### config.mk
export PLATFORM = sky130hd
export DESIGN_NAME = muldiv_unit
export DESIGN_NICKNAME = d
export VERILOG_FILES = /design/src/rtl/muldiv_pkg.sv /design/src/rtl/div_iter.sv /design/src/rtl/muldiv_unit.sv
export SDC_FILE = /design/constraint.sdc
export NUM_CORES = 2
export LEC_CHECK = 0
export ABC_AREA = 1
export BUFFER_PORTS_ARGS = -buffer_cell sky130_fd_sc_hd__buf_2
export CAP_MARGIN = 20
export CORE_UTILIZATION = 45
export CTS_CLUSTER_SIZE = 25
export DETAILED_ROUTE_END_ITERATION = 6
export SETUP_SLACK_MARGIN = 0.15
export SYNTH_ARGS = -nofsm -noshare
export SYNTH_HDL_FRONTEND = slang
export SYNTH_HIERARCHICAL = 1
export SYNTH_SLANG_ARGS = --single-unit
### constraint.sdc
create_clock -name clk -period 10.9 [get_ports clk]
set_input_delay 1.09 -clock clk [delete_from_list [all_inputs] [get_ports clk]]
set_output_delay 1.09 -clock clk [all_outputs]
set_load 0.02 [all_outputs]
### src/rtl/muldiv_pkg.sv
// muldiv_pkg: opcodes, control states and opcode decode helpers for muldiv_unit.
package muldiv_pkg;
  localparam int MD_OP_W = 4;
  localparam logic [MD_OP_W-1:0] MD_MULT  = 4'd0;
  localparam logic [MD_OP_W-1:0] MD_MULTU = 4'd1;
  localparam logic [MD_OP_W-1:0] MD_DIV   = 4'd2;
  localparam logic [MD_OP_W-1:0] MD_DIVU  = 4'd3;
  localparam logic [MD_OP_W-1:0] MD_MADD  = 4'd4;
  localparam logic [MD_OP_W-1:0] MD_MADDU = 4'd5;
  localparam logic [MD_OP_W-1:0] MD_MSUB  = 4'd6;
  localparam logic [MD_OP_W-1:0] MD_MSUBU = 4'd7;
  localparam logic [MD_OP_W-1:0] MD_MTHI  = 4'd8;
  localparam logic [MD_OP_W-1:0] MD_MTLO  = 4'd9;
  localparam logic [MD_OP_W-1:0] MD_MUL   = 4'd10;

  typedef enum logic [1:0] {ST_IDLE, ST_MUL, ST_DIV} md_state_e;

  function automatic logic md_is_mul(input logic [MD_OP_W-1:0] op);
    return op inside {MD_MULT, MD_MULTU, MD_MADD, MD_MADDU, MD_MSUB, MD_MSUBU, MD_MUL};
  endfunction

  function automatic logic md_is_div(input logic [MD_OP_W-1:0] op);
    return op inside {MD_DIV, MD_DIVU};
  endfunction

  function automatic logic md_mul_signed(input logic [MD_OP_W-1:0] op);
    return op inside {MD_MULT, MD_MADD, MD_MSUB, MD_MUL};
  endfunction

  function automatic logic md_is_madd(input logic [MD_OP_W-1:0] op);
    return op inside {MD_MADD, MD_MADDU};
  endfunction

  function automatic logic md_is_msub(input logic [MD_OP_W-1:0] op);
    return op inside {MD_MSUB, MD_MSUBU};
  endfunction
endpackage

### src/rtl/div_iter.sv
// div_iter: radix-2 restoring divider on operand magnitudes, one quotient bit per cycle,
// with sign and divide-by-zero fix-up applied combinationally on the completion cycle.
module div_iter #(
  parameter int XLEN = 32
) (
  input  logic            clk,
  input  logic            resetn,
  input  logic            start_i,
  input  logic            cancel_i,
  input  logic            sgn_i,
  input  logic [XLEN-1:0] a_i,
  input  logic [XLEN-1:0] b_i,
  output logic            complete_o,
  output logic [XLEN-1:0] quo_o,
  output logic [XLEN-1:0] rem_o
);
  localparam int CW = $clog2(XLEN + 1);
  logic            active_q, qneg_q, rneg_q, dz_q, ge;
  logic [CW-1:0]   cnt_q;
  logic [XLEN-1:0] rem_q, quo_q, dvs_q, a_q;
  logic [XLEN:0]   t, diff;

  always_comb begin
    t          = {rem_q, quo_q[XLEN-1]};
    diff       = t - {1'b0, dvs_q};
    ge         = t >= {1'b0, dvs_q};
    complete_o = active_q && cnt_q == CW'(XLEN);
    quo_o      = dz_q ? '1 : qneg_q ? -quo_q : quo_q;
    rem_o      = dz_q ? a_q : rneg_q ? -rem_q : rem_q;
  end

  always_ff @(posedge clk) begin
    if (!resetn) begin
      active_q <= 1'b0;
      cnt_q    <= '0;
    end else if (start_i) begin
      active_q <= 1'b1;
      cnt_q    <= '0;
      rem_q    <= '0;
      quo_q    <= (sgn_i && a_i[XLEN-1]) ? -a_i : a_i;
      dvs_q    <= (sgn_i && b_i[XLEN-1]) ? -b_i : b_i;
      qneg_q   <= sgn_i && (a_i[XLEN-1] ^ b_i[XLEN-1]);
      rneg_q   <= sgn_i && a_i[XLEN-1];
      dz_q     <= b_i == '0;
      a_q      <= a_i;
    end else if (cancel_i || complete_o) begin
      active_q <= 1'b0;
    end else if (active_q) begin
      rem_q <= ge ? diff[XLEN-1:0] : t[XLEN-1:0];
      quo_q <= {quo_q[XLEN-2:0], ge};
      cnt_q <= cnt_q + CW'(1);
    end
  end
endmodule

### src/rtl/muldiv_unit.sv
// muldiv_unit: HI/LO-owning multiply/divide unit with accumulate ops, GPR-result MUL,
// a MUL_STAGES-deep multiplier pipe, an iterative divider and flush support.
module muldiv_unit
  import muldiv_pkg::*;
#(
  parameter int XLEN       = 32,
  parameter int MUL_STAGES = 3
) (
  input  logic               clk,
  input  logic               resetn,
  input  logic               req_valid,
  output logic               req_ready,
  input  logic [MD_OP_W-1:0] req_op,
  input  logic [XLEN-1:0]    req_a,
  input  logic [XLEN-1:0]    req_b,
  input  logic               flush,
  output logic               busy,
  output logic               done,
  output logic               res_valid,
  output logic [XLEN-1:0]    res_data,
  output logic [XLEN-1:0]    hi,
  output logic [XLEN-1:0]    lo
);
  localparam int CW = $clog2(MUL_STAGES + 1);
  md_state_e          state_q;
  logic [CW-1:0]      cnt_q;
  logic [MD_OP_W-1:0] op_q;
  logic [XLEN-1:0]    a_q, b_q, hi_q, lo_q, res_data_q, div_quo, div_rem;
  logic               done_q, res_valid_q, accept, div_complete, msgn;
  logic [2*XLEN-1:0]  ext_a, ext_b, prod, mul_fin, hilo, acc;

  assign busy      = state_q != ST_IDLE;
  assign req_ready = !busy;
  assign accept    = req_valid && req_ready && !flush;
  assign done      = done_q;
  assign res_valid = res_valid_q;
  assign res_data  = res_data_q;
  assign hi        = hi_q;
  assign lo        = lo_q;

  // Operands stay frozen in a_q/b_q while busy, so the pipe only has to delay the product.
  always_comb begin
    msgn  = md_mul_signed(op_q);
    ext_a = {{XLEN{msgn & a_q[XLEN-1]}}, a_q};
    ext_b = {{XLEN{msgn & b_q[XLEN-1]}}, b_q};
    prod  = ext_a * ext_b;
    hilo  = {hi_q, lo_q};
    acc   = md_is_madd(op_q) ? hilo + mul_fin : md_is_msub(op_q) ? hilo - mul_fin : mul_fin;
  end

  if (MUL_STAGES > 1) begin : g_pipe
    logic [2*XLEN-1:0] pipe_q [MUL_STAGES-1];
    always_ff @(posedge clk) begin
      pipe_q[0] <= prod;
      for (int i = 1; i < MUL_STAGES - 1; i++) pipe_q[i] <= pipe_q[i-1];
    end
    assign mul_fin = pipe_q[MUL_STAGES-2];
  end else begin : g_nopipe
    assign mul_fin = prod;
  end

  div_iter #(.XLEN(XLEN)) u_div (
    .clk        (clk),
    .resetn     (resetn),
    .start_i    (accept && md_is_div(req_op)),
    .cancel_i   (flush),
    .sgn_i      (req_op == MD_DIV),
    .a_i        (req_a),
    .b_i        (req_b),
    .complete_o (div_complete),
    .quo_o      (div_quo),
    .rem_o      (div_rem)
  );

  always_ff @(posedge clk) begin
    if (!resetn) begin
      state_q     <= ST_IDLE;
      cnt_q       <= '0;
      op_q        <= '0;
      a_q         <= '0;
      b_q         <= '0;
      hi_q        <= '0;
      lo_q        <= '0;
      res_data_q  <= '0;
      done_q      <= 1'b0;
      res_valid_q <= 1'b0;
    end else begin
      done_q      <= 1'b0;
      res_valid_q <= 1'b0;
      if (accept) begin
        op_q    <= req_op;
        a_q     <= req_a;
        b_q     <= req_b;
        cnt_q   <= CW'(MUL_STAGES - 1);
        state_q <= md_is_mul(req_op) ? ST_MUL : md_is_div(req_op) ? ST_DIV : ST_IDLE;
        if (req_op == MD_MTHI) hi_q <= req_a;
        if (req_op == MD_MTLO) lo_q <= req_a;
      end else if (flush) begin
        state_q <= ST_IDLE;
      end else if (state_q == ST_MUL) begin
        cnt_q <= cnt_q - CW'(1);
        if (cnt_q == '0) begin
          state_q <= ST_IDLE;
          if (op_q == MD_MUL) begin
            res_data_q  <= mul_fin[XLEN-1:0];
            res_valid_q <= 1'b1;
          end else begin
            {hi_q, lo_q} <= acc;
            done_q       <= 1'b1;
          end
        end
      end else if (state_q == ST_DIV && div_complete) begin
        state_q <= ST_IDLE;
        hi_q    <= div_rem;
        lo_q    <= div_quo;
        done_q  <= 1'b1;
      end
    end
  end
endmodule

==> flow_metrics.env <==
export IMPL_status="finished with violations"
export IMPL_failed_checks="DRC"
export IMPL_max_freq_mhz=109
export IMPL_core_sq_um=161000
export IMPL_starting_utilization_of_the_core_area_pct=45.5
export IMPL_period_share_pct=84.5
export IMPL_post_synthesis_cell_area_sq_um=73300
export IMPL_setup_slack_ns=1.69
export IMPL_htree_levels=2
export IMPL_cts_buffer_depth=3
export IMPL_ys_warnings_count=6
export IMPL_dieArea_sq_um=164000
export IMPL_worst_hold_path_type="reg -> reg"
export IMPL_worst_clock_skew_ns=0.0607
export IMPL_routed_via_count=67700
export IMPL_grt_use_total_pct=36.4
export IMPL_tritoncts="done"
export IMPL_max_stage_delay_ns=1.02
export IMPL_hold_path_origin="g_pipe.pipe_q[0][19]"
export IMPL_resized_gates_after_cts=0
export IMPL_clock_tree_root_cell="clkbuf_16"
export IMPL_placed_area_sq_um=76000
export IMPL_layout_drive_gt1_share_pct=4.78
export IMPL_worst_setup_path_end_kind="flop"
export IMPL_route_antenna_remaining_nets=0
export IMPL_route_detailed_vias_per_inst=5.38
export IMPL_die_w_um=406
export IMPL_setup_slack_reg_to_reg_ns=1.69
export IMPL_worst_hold_path_depth=0
export IMPL_worstSetupPathType="reg -> reg"
export IMPL_input_output_buffers=171
export IMPL_hold_end="g_pipe.pipe_q[0][83]"
export IMPL_route_final_wire_length_um=298000
export IMPL_cp_data_arrival_time_ns=9.69
export IMPL_setup_tns_final_ns=0
export IMPL_dpl_hpwl_um=248000
export IMPL_fill_cells=16800
export IMPL_final_period_minus_worst_setup_slack_ns=9.21
export IMPL_firstDrtPassIters=7
export IMPL_synth_most_common_cell="nand2_1"
export IMPL_cellPowerDensity_nw_per_um2=107
export IMPL_gpl_final_weighted_congestion=1.06
export IMPL_clkLatencyLatePin_ns=0.66
export IMPL_hold_violations=0
export IMPL_wire_length_per_cell_um=23.7
export IMPL_worstReg2RegStart="op_q[1]"
export IMPL_clkSlewWorstSetupHoldPaths_ns=0.06
export IMPL_cell_with_the_biggest_individual_delay_on_the_critical_path="fa_1"
export IMPL_fp_row_count=147
export IMPL_drc=8
export IMPL_syn_to_final_growth_pct=5.86
export IMPL_synth_ff_type="dfxtp_1"
export IMPL_critical_path_most_common_cell="fa_1"
export IMPL_synth_cell_types=60
export IMPL_grt_pass1_vias=67300
export IMPL_synth_yosys_seq_area_share_pct=13.7
export IMPL_antenna_found_initial=9
export IMPL_place_worst_setup_slack_ns=1.78
export IMPL_synth_edf_count=131
export IMPL_synthCells=10500
export IMPL_irDropWorstVdd_mv=0.137
export IMPL_report_final_setup_viol=0
export IMPL_cellLeakagePower_nw=40.9
export IMPL_worst_slew_pin_slew_ns=1.11
export IMPL_yosys_area_top_type_share_pct=30.8
export IMPL_synthArstFlopShare_pct=0
export IMPL_rsz0062_at_grt="false"
export IMPL_synth_ff_latch_count=436
export IMPL_design_portCount=172
export IMPL_r2r_worst_path_cells=28
export IMPL_seqCellArea_sq_um=10000
export IMPL_fin_worst_hold_slack_ns=0.290
export IMPL_grt_overflow_total=0
export IMPL_cp_required_ns=11.38
export IMPL_multi_input_logic_area_sq_um=51900
export IMPL_drt_iter0_markers=6630
export IMPL_final_cell_area_sq_um=77600
export IMPL_critical_path_startpoint_type="flop"
export IMPL_die_height_um=406
export IMPL_grt_max_degree=124
export IMPL_final_net_count=12000
export IMPL_cts_sinks=436
export IMPL_critPathMaxFanout=30
export IMPL_p_total_mw=8.32
export IMPL_netlist_top_cells_count="nand2_1 (2974), inv_1 (2549), fa_1 (1128)"
export IMPL_relSlewSlack_pct=26.1
export IMPL_grt_pass1_wl_um=441000
export IMPL_r2r_end="g_pipe.pipe_q[0][60]"
export IMPL_ys_top_cells_by_area="fa_1 (31%), nand2_1 (15%), inv_1 (13%)"
export IMPL_synth_area_leader_cell="fa_1"
export IMPL_mappedNetlistNets=12100
export IMPL_avgSynthCellArea_sq_um=6.99
export IMPL_post_cts_setup_buffer_count=0
export IMPL_numCtsBuffers=49
export IMPL_slew_viol_final=0
export IMPL_cts_hold_buffers_added=0
export IMPL_cap_violations=0
[stage by stage]
stage                     cells  util [%]
after global placement    12500      47.2
after floorplan           10500         -
final                     12600      48.2
after CTS                 12600      48.1
after detailed placement  12500      47.2
after global routing      12600      48.2
[cell usage in the layout, fill, tap and decap left out, types with 28 or more instances in the layout]
| cell type | n |
|---|---|
| dfxtp_1 | 302 |
| inv_1 | 2548 |
| buf_2 | 170 |
| nand2_1 | 2974 |
| o21ai_0 | 426 |
| nand3_1 | 447 |
| clkbuf_16 | 50 |
| o21bai_1 | 31 |
| nor2_2 | 28 |
| a21oi_1 | 376 |
| ha_1 | 377 |
| fa_1 | 1128 |
| nor2_1 | 681 |
| nor3_1 | 69 |
| xor2_1 | 108 |
| a31oi_1 | 39 |
| buf_4 | 119 |
| nand4_1 | 82 |
| xnor2_1 | 44 |
| o211ai_1 | 43 |
| edfxtp_1 | 131 |
[worst max-delay path: cells and delay by family (launching register included)]
kind	cells	cell delay (ns)
xor gates and xnor gates	1	0.17
AOI/OAI and AO/OA	5	0.97
and+or+nand+nor	4	1.13
adders and majority gates	9	5.12
DFF	1	0.39
buffers and inverters	9	1.24
[cell families after synthesis]
group	Yosys count	share of synthesized area [%]
adders and majority gates	1505	37.2
buffers and inverters	3013	15.6
muxes	1	0.0154
DFF	436	13.7
xor gates and xnor gates	152	1.82
AOI/OAI and AO/OA	981	7.26
and+or+nand+nor	4398	24.4
[power breakdown]
part	total [mW]	switching (mW)	internal (mW)
clock	1.63	0.752	0.878
combinational	4.44	3.23	1.21
sequential	2.25	0.360	1.89
total	8.32	4.34	3.98
[cell type report]
type                       instances  area share, %
sequential                       436           12.9
clock buffer                      68           1.76
tap                             2160           3.48
timing repair buffer             291           2.31
antenna                            2        0.00645
clock inverter                    19          0.190
inverter                        2578           12.5
multi-input combinational       7037           66.8
[worst max path at each step]
| stage | startpoint | to | cells after the start |
|---|---|---|---|
| floorplan | op_q[1] | g_pipe.pipe_q[0][63] | 32 |
| global placement | op_q[1] | g_pipe.pipe_q[0][61] | 28 |
| detailed placement | op_q[1] | g_pipe.pipe_q[0][60] | 28 |
| CTS | op_q[1] | g_pipe.pipe_q[0][60] | 28 |
| global route | op_q[1] | g_pipe.pipe_q[0][63] | 30 |
| finish | op_q[1] | g_pipe.pipe_q[0][60] | 28 |
[layer usage]
layer / global-route usage (%) / part of all wire [%]
met1: 48.7 / 41
met2: 58.0 / 45
met3: 5.02 / 7.9
met4: 17.8 / 5.8
met5: 0 / 0.014
[flip-flops by register name (all words and copies together) (netlist names)]
| name | flops |
|---|---|
| u_div/quo_q | 32 |
| u_div/a_q | 32 |
| u_div/qneg_q | 1 |
| g_pipe.pipe_q | 128 |
| u_div/active_q | 1 |
| cnt_q | 2 |
| res_data | 32 |
| u_div/rem_q | 32 |
| u_div/cnt_q | 6 |
| u_div/rneg_q | 1 |
| u_div/dvs_q | 32 |
| a_q | 32 |
| op_q | 4 |
| b_q | 32 |
| lo | 32 |
| state_q | 2 |
| hi | 32 |
| done | 1 |
| u_div/dz_q | 1 |
| res_valid | 1 |
Power figures use the tool's default switching activity.
